===== src/rtl/bhp_port_scheduler.sv =====
// Port scheduler for the branch history predictor counter table.
// The table has a single port. Decode-stage lookups always get it first.
// Mem-stage outcome updates wait in a small FIFO and are applied as
// read-modify-write sequences in cycles the port is free. After reset the
// table is swept to INIT_VAL.
module bhp_port_scheduler #(
    parameter int unsigned IDX_W     = 6,
    parameter int unsigned BUF_DEPTH = 4,
    parameter logic [1:0]  INIT_VAL  = 2'b01
) (
    input  logic             clk,
    input  logic             rst_n,
    input  logic             lookup_valid,
    input  logic [31:0]      lookup_addr,
    input  logic [31:0]      lookup_offset,
    output logic             pred_valid,
    output logic             prediction,
    output logic [1:0]       pred_counter,
    input  logic             upd_valid,
    input  logic [31:0]      upd_addr,
    input  logic             upd_taken,
    output logic             upd_ready,
    output logic             upd_drop,
    output logic             tbl_en,
    output logic             tbl_we,
    output logic [IDX_W-1:0] tbl_addr,
    output logic [1:0]       tbl_wdata,
    input  logic [1:0]       tbl_rdata,
    output logic             init_done,
    output logic             busy
);

    localparam int unsigned       PTR_W    = (BUF_DEPTH > 1) ? $clog2(BUF_DEPTH) : 1;
    localparam logic [PTR_W:0]    FULL_CNT = (PTR_W+1)'(BUF_DEPTH);
    localparam logic [PTR_W:0]    CNT_ONE  = (PTR_W+1)'(1);
    localparam logic [PTR_W-1:0]  PTR_ONE  = PTR_W'(1);
    localparam logic [IDX_W-1:0]  IDX_ONE  = IDX_W'(1);
    localparam logic [IDX_W-1:0]  LAST_IDX = {IDX_W{1'b1}};

    typedef enum logic [1:0] {
        ST_INIT    = 2'b00,
        ST_IDLE    = 2'b01,
        ST_RD_WAIT = 2'b10,
        ST_WR      = 2'b11
    } state_t;

    // 2-bit saturating counter step toward the resolved direction.
    function automatic logic [1:0] sat_step(input logic [1:0] cnt, input logic taken);
        logic [1:0] res;
        if (taken) begin
            if (cnt == 2'b11) begin
                res = 2'b11;
            end else begin
                res = cnt + 2'b01;
            end
        end else begin
            if (cnt == 2'b00) begin
                res = 2'b00;
            end else begin
                res = cnt - 2'b01;
            end
        end
        return res;
    endfunction

    // ---------------------------------------------------------------
    // Registers
    // ---------------------------------------------------------------
    state_t                r_state;
    logic                  r_started;
    logic [IDX_W-1:0]      r_init_ptr;
    logic                  r_init_done;

    logic [IDX_W-1:0]      r_fifo_idx [BUF_DEPTH];
    logic [BUF_DEPTH-1:0]  r_fifo_taken;
    logic [PTR_W-1:0]      r_rd_ptr;
    logic [PTR_W-1:0]      r_wr_ptr;
    logic [PTR_W:0]        r_count;

    logic [1:0]            r_wr_val;
    logic                  r_pred_valid;
    logic                  r_pred_use_reg;
    logic [1:0]            r_pred_reg_val;
    logic [1:0]            r_pred_hold;
    logic                  r_drop;

    // ---------------------------------------------------------------
    // Combinational signals
    // ---------------------------------------------------------------
    state_t                w_state_next;
    logic [31:0]           w_lk_sum;
    logic [IDX_W-1:0]      w_lk_idx;
    logic [IDX_W-1:0]      w_upd_idx;
    logic [IDX_W-1:0]      w_head_idx;
    logic                  w_head_taken;
    logic                  w_ready;
    logic                  w_push;
    logic                  w_pop;
    logic                  w_tbl_en;
    logic                  w_tbl_we;
    logic [IDX_W-1:0]      w_tbl_addr;
    logic [1:0]            w_tbl_wdata;
    logic                  w_byp_hit;
    logic [1:0]            w_byp_val;
    logic [1:0]            w_pred_counter;
    logic                  w_unused_bits;

    assign w_lk_sum      = lookup_addr + lookup_offset;
    assign w_lk_idx      = w_lk_sum[IDX_W+1:2];
    assign w_upd_idx     = upd_addr[IDX_W+1:2];
    assign w_head_idx    = r_fifo_idx[r_rd_ptr];
    assign w_head_taken  = r_fifo_taken[r_rd_ptr];
    // Ready comes from the registered count only, so a slot freed this
    // cycle is not reusable until the next one.
    assign w_ready       = (r_count != FULL_CNT);
    assign w_push        = upd_valid && w_ready;
    assign w_unused_bits = ^{w_lk_sum[31:IDX_W+2], w_lk_sum[1:0],
                             upd_addr[31:IDX_W+2], upd_addr[1:0]};

    // Next-state and table port arbitration: lookups first, then INIT
    // sweep or the update RMW sequence.
    always_comb begin
        w_state_next = r_state;
        w_tbl_en     = 1'b0;
        w_tbl_we     = 1'b0;
        w_tbl_addr   = '0;
        w_tbl_wdata  = 2'b00;
        w_pop        = 1'b0;
        case (r_state)
            ST_INIT: begin
                // Lookups during the sweep are answered with INIT_VAL
                // without touching the port.
                if (r_started) begin
                    w_tbl_en    = 1'b1;
                    w_tbl_we    = 1'b1;
                    w_tbl_addr  = r_init_ptr;
                    w_tbl_wdata = INIT_VAL;
                    if (r_init_ptr == LAST_IDX) begin
                        w_state_next = ST_IDLE;
                    end else begin
                        w_state_next = ST_INIT;
                    end
                end else begin
                    w_state_next = ST_INIT;
                end
            end
            ST_IDLE: begin
                if (lookup_valid) begin
                    w_tbl_en   = 1'b1;
                    w_tbl_addr = w_lk_idx;
                end else if (r_count != '0) begin
                    w_tbl_en     = 1'b1;
                    w_tbl_addr   = w_head_idx;
                    w_state_next = ST_RD_WAIT;
                end else begin
                    w_state_next = ST_IDLE;
                end
            end
            ST_RD_WAIT: begin
                // Read data for the head entry arrives now; the port is
                // free for a lookup this cycle.
                w_state_next = ST_WR;
                if (lookup_valid) begin
                    w_tbl_en   = 1'b1;
                    w_tbl_addr = w_lk_idx;
                end else begin
                    w_tbl_en = 1'b0;
                end
            end
            ST_WR: begin
                if (lookup_valid) begin
                    w_tbl_en     = 1'b1;
                    w_tbl_addr   = w_lk_idx;
                    w_state_next = ST_WR;
                end else begin
                    w_tbl_en     = 1'b1;
                    w_tbl_we     = 1'b1;
                    w_tbl_addr   = w_head_idx;
                    w_tbl_wdata  = r_wr_val;
                    w_pop        = 1'b1;
                    w_state_next = ST_IDLE;
                end
            end
            default: begin
                w_state_next = ST_INIT;
            end
        endcase
    end

    // Bypass source for a lookup issued this cycle: INIT_VAL during the
    // sweep, or the in-flight RMW value when the lookup hits the head index.
    always_comb begin
        w_byp_hit = 1'b0;
        w_byp_val = 2'b00;
        case (r_state)
            ST_INIT: begin
                w_byp_hit = 1'b1;
                w_byp_val = INIT_VAL;
            end
            ST_RD_WAIT: begin
                w_byp_hit = (w_lk_idx == w_head_idx);
                w_byp_val = sat_step(tbl_rdata, w_head_taken);
            end
            ST_WR: begin
                w_byp_hit = (w_lk_idx == w_head_idx);
                w_byp_val = r_wr_val;
            end
            default: begin
                w_byp_hit = 1'b0;
                w_byp_val = 2'b00;
            end
        endcase
    end

    // Prediction output select: live result after a lookup, else held value.
    always_comb begin
        if (r_pred_valid) begin
            if (r_pred_use_reg) begin
                w_pred_counter = r_pred_reg_val;
            end else begin
                w_pred_counter = tbl_rdata;
            end
        end else begin
            w_pred_counter = r_pred_hold;
        end
    end

    // FSM state, init sweep pointer and init_done flag.
    always_ff @(posedge clk or negedge rst_n) begin
        if (!rst_n) begin
            r_state     <= ST_INIT;
            r_started   <= 1'b0;
            r_init_ptr  <= '0;
            r_init_done <= 1'b0;
        end else begin
            r_state   <= w_state_next;
            r_started <= 1'b1;
            if ((r_state == ST_INIT) && r_started) begin
                r_init_ptr <= r_init_ptr + IDX_ONE;
                if (r_init_ptr == LAST_IDX) begin
                    r_init_done <= 1'b1;
                end
            end
        end
    end

    // Pending-update FIFO: storage, pointers and occupancy.
    always_ff @(posedge clk or negedge rst_n) begin
        if (!rst_n) begin
            for (int i = 0; i < BUF_DEPTH; i++) begin
                r_fifo_idx[i] <= '0;
            end
            r_fifo_taken <= '0;
            r_rd_ptr     <= '0;
            r_wr_ptr     <= '0;
            r_count      <= '0;
        end else begin
            if (w_push) begin
                r_fifo_idx[r_wr_ptr]   <= w_upd_idx;
                r_fifo_taken[r_wr_ptr] <= upd_taken;
                r_wr_ptr               <= r_wr_ptr + PTR_ONE;
            end
            if (w_pop) begin
                r_rd_ptr <= r_rd_ptr + PTR_ONE;
            end
            case ({w_push, w_pop})
                2'b10:   r_count <= r_count + CNT_ONE;
                2'b01:   r_count <= r_count - CNT_ONE;
                default: r_count <= r_count;
            endcase
        end
    end

    // RMW write value, latched while the head read data is on tbl_rdata.
    always_ff @(posedge clk or negedge rst_n) begin
        if (!rst_n) begin
            r_wr_val <= 2'b00;
        end else if (r_state == ST_RD_WAIT) begin
            r_wr_val <= sat_step(tbl_rdata, w_head_taken);
        end
    end

    // Prediction pipeline: valid flag, bypass capture and output hold.
    always_ff @(posedge clk or negedge rst_n) begin
        if (!rst_n) begin
            r_pred_valid   <= 1'b0;
            r_pred_use_reg <= 1'b0;
            r_pred_reg_val <= 2'b00;
            r_pred_hold    <= 2'b00;
        end else begin
            r_pred_valid <= lookup_valid;
            if (r_pred_valid) begin
                r_pred_hold <= w_pred_counter;
            end
            if (lookup_valid) begin
                r_pred_use_reg <= w_byp_hit;
                r_pred_reg_val <= w_byp_val;
            end
        end
    end

    // One-cycle drop pulse for an update offered while the FIFO is full.
    always_ff @(posedge clk or negedge rst_n) begin
        if (!rst_n) begin
            r_drop <= 1'b0;
        end else begin
            r_drop <= upd_valid && !w_ready;
        end
    end

    assign tbl_en       = w_tbl_en;
    assign tbl_we       = w_tbl_we;
    assign tbl_addr     = w_tbl_addr;
    assign tbl_wdata    = w_tbl_wdata;
    assign pred_valid   = r_pred_valid;
    assign pred_counter = w_pred_counter;
    assign prediction   = w_pred_counter[1];
    assign upd_ready    = w_ready;
    assign upd_drop     = r_drop;
    assign init_done    = r_init_done;
    assign busy         = (r_count != '0) || (r_state == ST_RD_WAIT) || (r_state == ST_WR);

endmodule


===== config.mk =====
export PLATFORM = sky130hd
export DESIGN_NAME = bhp_port_scheduler
export DESIGN_NICKNAME = d
export VERILOG_FILES = /design/src/rtl/bhp_port_scheduler.sv
export SDC_FILE = /design/constraint.sdc
export NUM_CORES = 1
export LEC_CHECK = 0
export CAP_MARGIN = 15
export CORE_ASPECT_RATIO = 1.1
export CORE_MARGIN = 5
export CORE_UTILIZATION = 30
export DETAILED_ROUTE_END_ITERATION = 8
export PLACE_DENSITY = 0.56
export SLEW_MARGIN = 10
export SYNTH_ARGS = -nofsm -noshare
export SYNTH_HDL_FRONTEND = slang
export SYNTH_SLANG_ARGS = --single-unit

===== constraint.sdc =====
create_clock -name clk -period 3.85 [get_ports clk]
set_input_delay 1.155 -clock clk [delete_from_list [all_inputs] [get_ports clk]]
set_output_delay 1.155 -clock clk [all_outputs]
set_load 0.05 [all_outputs]

# --- Yosys cells after proc, flatten, opt, wreduce, memory -nomap -nowiden ---
# Cells that the tools add are included.
word_totals:
  output_inout_bits: 18
  elab_cells: 100
  register_bits: 54
classes:
  muxes: 42
  order_cmp: 6
  n_eq_ne: 10
  addsub: 8
  bitwise: 2
  n_reduce_logical: 14
op_table:
  columns: ["cell", "n"]
  rows:
  - ["6-bit two-way mux", 8]
  - ["24-bit bitwise mux", 1]
  - ["6-bit case mux with 4 select lines", 1]
  - ["2-bit two-way mux", 10]
  - ["6-bit binary-select mux with 2-bit select", 1]
  - ["6-bit demux with 2-bit select", 1]
  - ["1-bit two-way mux", 10]
  - ["8-bit adder", 1]
  - ["2-bit equality test (second input constant)", 4]
  - ["2-bit case mux with 4 select lines", 1]
  - ["2-bit by 1-bit adder with 2-bit output (second input constant)", 3]
  - ["6-bit by 1-bit adder with 6-bit output (second input constant)", 1]
  - ["6-bit equality test", 1]
  - ["6-bit equality test (second input constant)", 1]
  - ["3-bit >= comparator (second input constant)", 2]
  - ["2-bit by 3-bit < comparator with 1-bit output (second input constant)", 2]
  - ["2-bit NOT with 3-bit output", 2]
  - ["2-bit case mux with 3 select lines", 1]
  - ["3-bit case mux with 2 select lines", 1]
  - ["1-bit logical AND", 5]
  - ["4-bit bitwise mux", 1]
  - ["2-bit by 1-bit equality test with 1-bit output (second input constant)", 2]
  - ["2-bit logical NOT", 2]
  - ["1-bit case mux with 2 select lines", 2]
  - ["17 further kinds", 18]

# --- Depth between registers and ports, before layout ---
depth:
  depth_word: 7
  ltp_mapped: 11
  ltp_nobuf: 10

# --- Worst setup path before layout ---
# Ideal clock, no wire load.
synth_path:
  path_kind: "input to output"
  start: "input lookup_addr[2]"
  end: "output tbl_addr[3]"
  required_time_ps: 2695
  stages: 7
  path_buffers: 0
  path_slack_ps: -684
  arrival_time_ps: 3379
  cell_sequence: "ha_1 > nor3_1 > a211oi_1 > a21oi_1 > xnor2_1 > a31oi_1 > o21ai_0"
synth_via:
  elab_chain_len: 3
  elab_cells_between_ends: 5
  classes_between: "add/sub (1); mux (4)"
synth_rtl:
  columns: ["item", "line_no", "source"]
  rows:
  - ["start: declaration", "14", "input logic [31:0] lookup_addr,"]
  - ["8-bit adder (*)", "108", "assign w_lk_sum = lookup_addr + lookup_offset;"]
  - ["6-bit two-way mux, on equally long branches", "171, 148, 163", null]
  - ["6-bit case mux with 4 select lines (*)", "129", "case (r_state)"]
  - ["end: declaration", "26", "output logic [IDX_W-1:0] tbl_addr,"]
# Every way passes the cells marked *; elsewhere a longest branch is shown, timed or not.

# --- Final worst setup path ---
layout_path:
  start: "input lookup_offset[1]"
  end: "output tbl_addr[2]"
layout_via:
  elab_chain_len: 3
  elab_cells_between_ends: 5
  classes_between: "add/sub (1); mux (4)"
layout_rtl:
  columns: ["item", "line_no", "source"]
  rows:
  - ["start: declaration", "15", "input logic [31:0] lookup_offset,"]
  - ["8-bit adder (*)", "108", null]
  - ["6-bit two-way mux, on equally long branches", "171, 148, 163", null]
  - ["6-bit case mux with 4 select lines (*)", "129", null]
# Marks and branches as above.

==> results.json <==
{
  "clockBufferDepth": 2,
  "crit_top_cell": "buf_6",
  "rows": 38,
  "netSwitchingFraction_pct": 35.5,
  "hold_end": "init_done",
  "cts_max_level": 2,
  "largest_reg_flops": 24,
  "ys_seq_elements": 54,
  "track_usage_pct": 11.5,
  "tritoncts": "built",
  "clock.fmax_mhz": 260,
  "drcViolationCount": 0,
  "ir_drop_v": 0.000224,
  "io_pins": 121,
  "path_clk_slew_ps": 100,
  "fin_crit_ps": 3840,
  "routed_wl_um": 6910,
  "worstSetupStartpoint": "lookup_offset[1]",
  "vias": 2216,
  "grt_max_degree": 35,
  "worstPathCellList": "buf_6 -> ha_4 -> nand3_2 -> a211oi_4 -> buf_6 -> xor2_4 -> a31oi_4 -> o21ai_2 -> buf_12",
  "power_frac_comb_pct": 43.9,
  "rr_worst_depth": 10,
  "grt_overflow_total": 0,
  "synth.avg_cell_area_um2": 11.5,
  "dpl_cell_area_um2": 3930,
  "cts_buffers": 5,
  "die_w_um": 106,
  "syn-num-nets": 389,
  "maxCapViolCount": 0,
  "synthFlopType": "dfrtp_1",
  "synth_edf_count": 0,
  "vias_per_cell": 4.80,
  "p_sw_uw": 803,
  "most-common-layout-cells": "dfrtp_1, mux2_2, nand2_1, buf_4, clkdlybuf4s50_1",
  "die-area_um2": 12300,
  "synth.cell_area_um2": 3060,
  "hpwlAfterDp_um": 5140,
  "areaGrowthSynthToFinish_pct": 40.9,
  "min_delay_path_depth": 1,
  "yosysWarnings": 0,
  "p_leak_nw": 1.81,
  "dr.first_iter.drc_count": 66,
  "yosysSeqAreaShare_pct": 44.2,
  "clockRootBuffer": "clkbuf_8",
  "async_reset_ff_share_pct": 100,
  "synth_cell_types": 41,
  "reg.largest.list": "r_fifo_idx: 24 flops, r_init_ptr: 6 flops, r_fifo_taken: 4 flops",
  "regMostFlops": "r_fifo_idx",
  "slew-limit-headroom_pct": 66.1,
  "power_frac_clock_pct": 15.2,
  "routedWlPerCell_um": 15.0,
  "hold_path_class": "flip-flop to flip-flop",
  "rsz0062_at_grt": "true",
  "syn_inst": 267,
  "rrSetupSlack_ps": 1550,
  "die_h_um": 116,
  "status": "finished clean",
  "finalHoldViolations": 0,
  "critPathCaptureType": "primary output",
  "fin_nets": 463,
  "start_util_pct": 30.8,
  "internal_power_mw": 1.46,
  "gp_congestion": 0.769,
  "drive_gt1_share_pct": 40.1,
  "critPathMaxStageDelay_ps": 280,
  "r2r-start": "r_state[0]",
  "core_um2": 9940,
  "final.setup_skew_ps": 4.17,
  "finalMaxSlewViolations": 0,
  "clk_latency_ps": 310,
  "min_from": "init_done",
  "critPathTopFamily": "compound AO/OA/AOI/OAI gates",
  "start_kind": "input pin",
  "critPathSlowestCell": "a211oi_4",
  "timing.rr.end": "r_count[2]",
  "drt_pass1_iterations": 4,
  "crit_type": "input pin to primary output",
  "power.total_mw": 2.26,
  "p_seq_share_pct": 40.9,
  "power_density_nw_per_um2": 525,
  "drtAntennaViolNets": 0,
  "path_buf_inv": 3,
  "cp.arrival_ps": 2690,
  "mostFrequentLayoutCell": "dfrtp_1",
  "tightest_slew_ps": 508,
  "antenna_cells": 0,
  "grt_pass1_vias": 2408,
  "critPathMaxFanout": 3,
  "io_buffer_count": 46,
  "cp.required_ps": 2690,
  "final_area_um2": 4310,
  "antenna_found_initial": 0,
  "cts.sinks": 54,
  "grt_pass1_wl_um": 11500,
  "setup_violations": 0,
  "period_share_pct": 99.7
}
[metrics by stage]
stage / hold slack [ps] / TNS (ps) / setup WS (ps) / cells / utilization, %
2_1_floorplan: 470 / -309 / -309 / 267 / -
3_5_place_dp: 466 / -2510 / -568 / 448 / 39.5
5_1_grt: 519 / -260 / -63.7 / 462 / 43.4
6_report: 478 / 0 / 9.99 / 462 / 43.4
4_1_cts: 490 / -170 / -48.5 / 461 / 42.2
3_3_place_gp: 448 / -2390 / -557 / 448 / 39.5
[timing repair]
action,in CTS,in global routing
gates resized for setup,75,19
hold buffers,0,0
setup buffers,6,1
pin swaps,20,15
endpoints found under the setup margin,6,7
[cells in the mapped netlist (all sizes together), types with 5 or more instances]
master | count | area share, %
nor2 | 11 | 1.3
o21ai | 12 | 2.0
nand2 | 28 | 3.4
mux4 | 7 | 5.9
clkbuf | 6 | 0.74
xnor2 | 14 | 4.0
inv | 10 | 1.2
mux2 | 33 | 12
mux2i | 5 | 1.6
a21oi | 11 | 1.8
dfrtp | 54 | 44
ha | 18 | 7.4
xor2 | 9 | 2.6
nand4 | 5 | 1.0
[power groups by stage]
stage / combinational [mW] / clock (mW) / sequential (mW)
final: 0.993 / 0.343 / 0.927
after global routing: 1.08 / 0.380 / 0.954
after CTS: 0.983 / 0.359 / 0.929
after detailed placement: 0.951 / 0 / 0.940
after global placement: 0.929 / 0 / 0.926
after floorplan: 0.642 / 0 / 0.910
[kinds of logic (layout without fill, tap and decap cells)]
logic type                 Yosys count  in the layout  synth area share [%]
AOI/OAI and AO/OA                   40             40                  8.02
and+or+nand+nor                     64             64                  9.86
DFF                                 54             54                  44.2
muxes                               45             45                  19.8
other                                1              1                 0.123
adders and majority gates           21             21                  8.71
buffers and inverters               19             94                  2.74
xor gates and xnor gates            23             23                  6.59
[final cells by class]
type                    count  area, um2
clock buffers               6       82.6
clock inverters             2       16.3
fillers                   939       5630
inverters                  10       37.5
multi-input cells         194       1900
flip-flops and latches     54       1350
well taps                 120        150
repair buffers             76        777
[worst max path at each step]
stage	end	slack, ps	cells past startpoint
global placement	tbl_addr[3]	-560	9
detailed placement	tbl_addr[5]	-570	10
floorplan	tbl_addr[3]	-310	7
global route	tbl_addr[5]	-60	9
CTS	tbl_addr[3]	-50	9
finish	tbl_addr[2]	10	9
[worst register-to-register path, stage by stage, from the launching register on]
cell and delay, ps:
dfrtp_1 460, ha_1 300, nand2b_1 180, buf_4 180, inv_1 100, ha_1 190, inv_1 60, fa_1 370
xor2_1 150, nor2_1 110, xor2_1 150
[layer usage]
metal | GRT usage [%] | wire (um)
met2 | 21.0 | 3460
met5 | 0 | 0
met4 | 2.59 | 53
met1 | 14.1 | 3210
met3 | 2.28 | 195
No activity file was read; power rests on OpenSTA's default activity.
